===== config.mk =====
export PLATFORM = sky130hd
export DESIGN_NAME = captura_resultado_red
export DESIGN_NICKNAME = d
export VERILOG_FILES = /design/src/rtl/captura_resultado_red.sv
export SDC_FILE = /design/constraint.sdc
export NUM_CORES = 1
export LEC_CHECK = 0
export BUFFER_PORTS_ARGS = -buffer_cell sky130_fd_sc_hd__buf_2
export CELL_PAD_IN_SITES_DETAIL_PLACEMENT = 2
export CELL_PAD_IN_SITES_GLOBAL_PLACEMENT = 2
export CORE_UTILIZATION = 23
export CTS_BUF_LIST = sky130_fd_sc_hd__clkbuf_16
export CTS_CLUSTER_SIZE = 12
export DETAILED_ROUTE_END_ITERATION = 8
export PLACE_DENSITY = 0.87
export SETUP_SLACK_MARGIN = 0.05
export SYNTH_ARGS = -nofsm -noshare
export SYNTH_HDL_FRONTEND = slang
export SYNTH_SLANG_ARGS = --single-unit

===== constraint.sdc =====
create_clock -name Clk -period 2.35 [get_ports Clk]
set_input_delay 0.1175 -clock Clk [delete_from_list [all_inputs] [get_ports Clk]]
set_output_delay 0.1175 -clock Clk [all_outputs]
set_load 0.03 [all_outputs]

===== src/rtl/captura_resultado_red.sv =====
// captura_resultado_red: host-command decode, NN start/wait control with timeout,
// and rescale/saturate capture of the accumulator into the ready/error/result
// registers presented by the status read mux.
module captura_resultado_red #(
   parameter int Width         = 24,
   parameter int AccWidth      = 48,
   parameter int FracBits      = 10,
   parameter int TimeoutCycles = 1023,
   parameter int TimeoutBits   = 10
) (
   input  logic                       Clk,
   input  logic                       Reset,
   input  logic                       Write,
   input  logic [8:0]                 Address,
   input  logic [Width-1:0]           WrDato,
   input  logic                       DoneRed,
   input  logic signed [AccWidth-1:0] AccDato,
   input  logic                       OverflowRed,
   output logic                       StartRed,
   output logic                       Busy,
   output logic                       ListoOut,
   output logic                       ErrorOut,
   output logic [Width-1:0]           DatoOut
);

   typedef enum logic [1:0] {
      ST_IDLE  = 2'd0,
      ST_START = 2'd1,
      ST_WAIT  = 2'd2,
      ST_DONE  = 2'd3
   } state_t;

   // Saturation bounds expressed at accumulator width so the compare is signed and lossless.
   localparam logic signed [AccWidth-1:0] SAT_MAX =
      {{(AccWidth-Width+1){1'b0}}, {(Width-1){1'b1}}};
   localparam logic signed [AccWidth-1:0] SAT_MIN =
      {{(AccWidth-Width+1){1'b1}}, {(Width-1){1'b0}}};
   localparam logic [Width-1:0] DATO_MAX = {1'b0, {(Width-1){1'b1}}};
   localparam logic [Width-1:0] DATO_MIN = {1'b1, {(Width-1){1'b0}}};
   localparam logic [TimeoutBits-1:0] TIMEOUT_LAST = TimeoutBits'(TimeoutCycles - 1);

   state_t                      state_r;
   logic [TimeoutBits-1:0]      count_r;
   logic                        wr_start_s;
   logic                        clr_listo_s;
   logic                        clr_err_s;
   logic signed [AccWidth-1:0]  shifted_s;
   logic [Width-1:0]            sat_dato_s;
   logic                        sat_err_s;
   logic                        unused_wrdato_s;

   // Only bit 0 of the host data carries meaning (the start flag).
   assign unused_wrdato_s = ^WrDato[Width-1:1];

   // Host command decode; commands only exist while the write strobe is high.
   always_comb begin
      wr_start_s  = 1'b0;
      clr_listo_s = 1'b0;
      clr_err_s   = 1'b0;
      if (Write) begin
         wr_start_s  = (Address == 9'h002) && WrDato[0];
         clr_listo_s = (Address == 9'h000);
         clr_err_s   = (Address == 9'h004);
      end else begin
         wr_start_s  = 1'b0;
         clr_listo_s = 1'b0;
         clr_err_s   = 1'b0;
      end
   end

   // Drop fractional bits and clamp the result into the signed Width range.
   always_comb begin
      shifted_s  = AccDato >>> FracBits;
      sat_dato_s = shifted_s[Width-1:0];
      sat_err_s  = 1'b0;
      if (shifted_s > SAT_MAX) begin
         sat_dato_s = DATO_MAX;
         sat_err_s  = 1'b1;
      end else if (shifted_s < SAT_MIN) begin
         sat_dato_s = DATO_MIN;
         sat_err_s  = 1'b1;
      end else begin
         sat_dato_s = shifted_s[Width-1:0];
         sat_err_s  = 1'b0;
      end
   end

   // Control FSM with registered outputs; later assignments give completion priority over clears.
   always_ff @(posedge Clk) begin
      if (Reset) begin
         state_r  <= ST_IDLE;
         count_r  <= '0;
         StartRed <= 1'b0;
         Busy     <= 1'b0;
         ListoOut <= 1'b0;
         ErrorOut <= 1'b0;
         DatoOut  <= '0;
      end else begin
         StartRed <= 1'b0;
         if (clr_err_s) begin
            ErrorOut <= 1'b0;
         end
         if (clr_listo_s) begin
            ListoOut <= 1'b0;
         end
         case (state_r)
            ST_IDLE, ST_DONE: begin
               if (wr_start_s) begin
                  ListoOut <= 1'b0;
                  StartRed <= 1'b1;
                  Busy     <= 1'b1;
                  state_r  <= ST_START;
               end
            end
            ST_START: begin
               count_r <= '0;
               state_r <= ST_WAIT;
            end
            ST_WAIT: begin
               if (DoneRed) begin
                  DatoOut  <= sat_dato_s;
                  ListoOut <= 1'b1;
                  if (sat_err_s || OverflowRed) begin
                     ErrorOut <= 1'b1;
                  end
                  Busy    <= 1'b0;
                  state_r <= ST_DONE;
               end else if (count_r == TIMEOUT_LAST) begin
                  DatoOut  <= '0;
                  ErrorOut <= 1'b1;
                  ListoOut <= 1'b1;
                  Busy     <= 1'b0;
                  state_r  <= ST_DONE;
               end else begin
                  count_r <= count_r + TimeoutBits'(1);
               end
            end
            default: begin
               Busy    <= 1'b0;
               state_r <= ST_IDLE;
            end
         endcase
      end
   end

endmodule

== After elaboration in Yosys (flattened, before gate mapping) ==
Index checks and enable logic that the tools add are counted.

* Eq/ne operators: 10
* Bitwise operators: 1
* Add/subtract/negate cells: 1
* Reductions and logical operators: 13
* $lt $le $gt $ge: 2
* Muxes and demuxes: 31

{| class="wikitable"
|+ Operator list
! operator !! number
|-
| $mux 24 || 4
|-
| $gt 38x24->1 const B || 1
|-
| $lt 38x24->1 const B || 1
|-
| $mux 10 || 2
|-
| $pmux 10 s2 || 1
|-
| $mux 1 || 18
|-
| $add 10x1->10 const B || 1
|-
| $eq 10x10->1 const B || 1
|-
| $eq 9x2->1 const B || 1
|-
| $eq 9x3->1 const B || 1
|-
| $logic_not 9->1 || 1
|-
| $mux 2 || 3
|-
| $ne 2x2->1 const B || 3
|-
| $pmux 2 s3 || 1
|-
| $reduce_and 3->1 || 2
|-
| $reduce_bool 2->1 || 3
|-
| $eq 2x2->1 const B || 2
|-
| $pmux 1 s2 || 2
|-
| $reduce_and 2->1 || 2
|-
| $reduce_or 2->1 || 2
|-
| $ne 3x3->1 const B || 1
|-
| $eq 2x1->1 const B || 1
|-
| $logic_not 2->1 || 1
|-
| $logic_and 1x1->1 || 1
|-
| other kinds (2) || 2
|}

* Logic and storage cells: 65
* Output and inout bits: 28
* Input bits: 86
* Register bits: 40

== Logic depth before layout (Yosys ltp) ==
* Depth in word-level cells: 7
* Mapped depth: 10
* Depth with buffers taken out: 6

== Worst setup path after synthesis ==
Ideal clock, no wire load.

* Path kind: flip-flop to flip-flop
* Start: register state_r[0]
* End: register DatoOut[3]
* Setup time: 0.078 ns
* Buffers on the path: 4
* Path slack: 0.208 ns
* Arrival time: 2.064 ns
* Required time: 2.272 ns
* Period minus slack after synthesis: 2.142 ns
* Cell stages (with the launch flop): 11
* Cells stage by stage: dfxtp_1 inv_1 ha_1 clkbuf_1 and2_0 clkbuf_1 a41oi_1 clkbuf_1 clkbuf_1 a21oi_1 nor3_1

* Word-level cells in the longest chain between the ends: 2

{| class="wikitable"
|+ RTL lines
! what !! RTL line !! source
|-
| start, declared || 42 || <nowiki>state_t state_r;</nowiki>
|-
| start signal, assigned || 91 || <nowiki>state_r <= ST_IDLE;</nowiki>
|-
| start signal, assigned || 112 || <nowiki>state_r <= ST_START;</nowiki>
|-
| start signal, assigned || 117 || <nowiki>state_r <= ST_WAIT;</nowiki>
|-
| $eq 2x2->1 || 106 || <nowiki>case (state_r)</nowiki>
|-
| $reduce_and 2->1 (no source line) || n/a ||
|-
| end signal, assigned || 121 || <nowiki>DatoOut <= sat_dato_s;</nowiki>
|-
| end, declared || 23 || <nowiki>output logic [Width-1:0] DatoOut</nowiki>
|}

No other way between the ends.
A chain may end at the register's enable or synchronous reset.

== Worst setup path after layout ==
* Start: register state_r[0]
* End: register DatoOut[12]

Same word-level chain as after synthesis.

==> flow_metrics.env <==
export IMPL_synthDistinctLibCells=38
export IMPL_yosysWarningCount=0
export IMPL_reg2reg_to="DatoOut[12]$_SDFFE_PP0P_"
export IMPL_crit_chain="inv_1 > ha_1 > and2_0 > a41oi_4 > buf_6 > a221oi_1 > nor3_1"
export IMPL_start_util=0.242
export IMPL_synthArstFlopShare=0
export IMPL_syn_cell_area_um2=2020
export IMPL_slowest_delay_ns=0.37
export IMPL_maxSlewViolCount=0
export IMPL_setup_viol=0
export IMPL_drive_gt1_frac=0.321
export IMPL_fmax_mhz=477
export IMPL_r2r_setup_slack_ns=0.25
export IMPL_nets=402
export IMPL_cap_violations=0
export IMPL_fin_ws_ns=0.254
export IMPL_drtAntennaViolNets=0
export IMPL_dieArea_um2=9150
export IMPL_drc=0
export IMPL_syn_inst=237
export IMPL_routed_via_count=2234
export IMPL_ios=114
export IMPL_clk_insertion_delay_late_ns=0.29
export IMPL_worstHoldPathCells=3
export IMPL_min_from="Address[2]"
export IMPL_max_slew_margin=0.486
export IMPL_mostFrequentLayoutCells="buf_2 (80), dfxtp_1 (40), a21oi_1 (34)"
export IMPL_grt_use_total=0.170
export IMPL_synth_seq_area_share=0.397
export IMPL_hold_viol_final=0
export IMPL_grt_pass1_wl_mm=12.1
export IMPL_reg2reg_depth=7
export IMPL_antenna_found_initial=0
export IMPL_rows=33
export IMPL_synth_area_leaders="dfxtp_1 (40%), a221oi_1 (9.5%), a21oi_1 (8.4%)"
export IMPL_start_kind="flip-flop"
export IMPL_fillers=979
export IMPL_reg2reg_from="state_r[0]$_SDFFE_PP0P_"
export IMPL_cp_required_ns=2.54
export IMPL_clock_skew_ns=0.0112
export IMPL_area_growth_pct=35.4
export IMPL_cp_slowest_cell="dfxtp_1"
export IMPL_cts_tree="built"
export IMPL_dp_hpwl_mm=5.10
export IMPL_die_w_um=95.7
export IMPL_hold_class="in2reg"
export IMPL_synth_seq_cells=40
export IMPL_status="finished, final reports clean"
export IMPL_syn_num_nets=328
export IMPL_cts_root_buf="clkbuf_16"
export IMPL_grt_pass1_vias=2460
export IMPL_p_leak_uw=0.00106
export IMPL_netlist_area_leader_share=0.397
export IMPL_clk_path_buf_depth=2
export IMPL_crit_fanout=38
export IMPL_grt_ovfl_total=0
export IMPL_hold_path_end="ErrorOut$_SDFF_PP0_"
export IMPL_irDropWorstVdd_uv=294
export IMPL_h_tree_depth=2
export IMPL_final_common_cell="buf_2"
export IMPL_gp_congestion=0.760
export IMPL_io_buffers=80
export IMPL_crit_type="reg2reg"
export IMPL_synth_enable_flop_cells=0
export IMPL_detailedPlace_worstSlack_ns=0.161
export IMPL_numCtsBuffers=5
export IMPL_dr_pass1_iters=4
export IMPL_rsz0062_at_grt="false"
export IMPL_synth_ff_type="dfxtp_1"
export IMPL_coreArea_um2=8340
export IMPL_clkSlewWorstSetupHoldPaths_ns=0.07
export IMPL_avgSynthCellArea_um2=8.52
export IMPL_worstPathArrival_ns=2.28
export IMPL_tns_ns=0
export IMPL_crit_family="simple AND/OR/NAND/NOR gates"
export IMPL_grt_max_degree=41
export IMPL_period_minus_slack_ns=2.10
export IMPL_drt_wl_total_mm=7.29
export IMPL_wl_per_cell_um=17.5
export IMPL_vias_per_cell=5.36
export IMPL_p_per_area_nw_per_um2=884
export IMPL_endpoint_kind="flip-flop"
export IMPL_whs_ns=0.150
export IMPL_dp_cells=409
export IMPL_dr_first_iter_drc_count=50
export IMPL_antennaDiodeCount=0
export IMPL_crit_buf_inv=2
export IMPL_worst_pin_slew_ns=0.771
export IMPL_die_h_um=95.7
export IMPL_min_period_over_period=0.892
export IMPL_clock_sinks=40
export IMPL_synthDominantAreaCellType="dfxtp_1"
export IMPL_final_cells=417
export IMPL_postCtsSetupBuffers=0
[per-stage QoR]
step | power [uW] | cell area (um2) | utilization
2_1_floorplan | 1340 | 2020 | -
6_report | 2420 | 2730 | 0.328
5_1_grt | 2560 | 2730 | 0.328
4_1_cts | 2450 | 2730 | 0.327
3_3_place_gp | 1570 | 2560 | 0.306
3_5_place_dp | 1620 | 2560 | 0.306
[worst max path at each step]
| stage | startpoint | to | slack, ns | cells past startpoint |
|---|---|---|---|---|
| floorplan | state_r[0]$_SDFFE_PP0P_ | DatoOut[3]$_SDFFE_PP0P_ | 0.21 | 10 |
| global placement | Address[3] | Busy$_SDFFE_PP0P_ | 0.28 | 5 |
| detailed placement | state_r[0]$_SDFFE_PP0P_ | DatoOut[12]$_SDFFE_PP0P_ | 0.16 | 7 |
| CTS | state_r[0]$_SDFFE_PP0P_ | DatoOut[12]$_SDFFE_PP0P_ | 0.10 | 7 |
| global route | state_r[0]$_SDFFE_PP0P_ | DatoOut[18]$_SDFFE_PP0P_ | 0.1 | 7 |
| finish | state_r[0]$_SDFFE_PP0P_ | DatoOut[12]$_SDFFE_PP0P_ | 0.25 | 7 |
[worst min-delay path: stages]
cell,delay [ns]
buf_2,0.10
a211o_1,0.12
o41ai_1,0.05
[synth_stat cells (all sizes together) (2+ instances only)]
library cell	n
dfxtp	40
ha	5
o21ai	4
nand2b	4
o41ai	4
a21oi	34
nor3	25
or3	5
nor4	5
nand4	7
nand3	6
inv	7
clkbuf	18
nand2	10
mux2i	2
nand3b	3
a41oi	2
nor2b	2
or4	5
nor3b	2
and4	4
a211oi	2
o31ai	4
nor2	4
a221oi	22
[power by group]
group	leakage, uW	switching, uW	internal (uW)	total, uW
sequential	0.000324	56.1	753	809
combinational	0.000656	528	280	807
clock	0.0000840	295	505	800
total	0.00106	879	1540	2420
[sequential cells by signal, summed over array words and instances, names as in the netlist]
name and cells:
Busy 1, ListoOut 1, count_r 10, DatoOut 24, ErrorOut 1, state_r 2
StartRed 1
[layer usage]
metal,GRT usage,wire [um],share of wire,vias to the layer above
met1,0.199,3100,0.43,1099
met5,0,0,0,-
li1,-,-,-,1076
met4,0.0510,125,0.017,0
met2,0.309,3790,0.52,48
met3,0.0367,274,0.038,11
[area by class of cell]
type / instances / area [um2] / share of cell area
tap: 105 / 131 / 0.0481
multi-input combinational: 171 / 1150 / 0.422
clock inverter: 3 / 47.5 / 0.0174
sequential: 40 / 801 / 0.293
clock buffer: 5 / 125 / 0.0458
timing repair buffer: 86 / 449 / 0.164
inverter: 7 / 26.3 / 0.00962
[timing repair]
item | 4_1_cts | 5_1_grt
setup endpoints to repair | 0 | 4
hold buffers | 0 | 0
resized for setup | 0 | 1
endpoints found under the hold margin | 0 | 0
[cell families (layout without fill, tap and decap cells)]
logic type,count (synthesis),after routing,synth area share
AO/OA/AOI/OAI,77,77,0.262
AND/OR/NAND/NOR,86,86,0.246
buffers and inverters,26,101,0.0490
adder cells (fa/ha/maj),5,5,0.0310
multiplexers,3,3,0.0155
flip-flops,40,40,0.397
(Power assumes the default switching activity.)
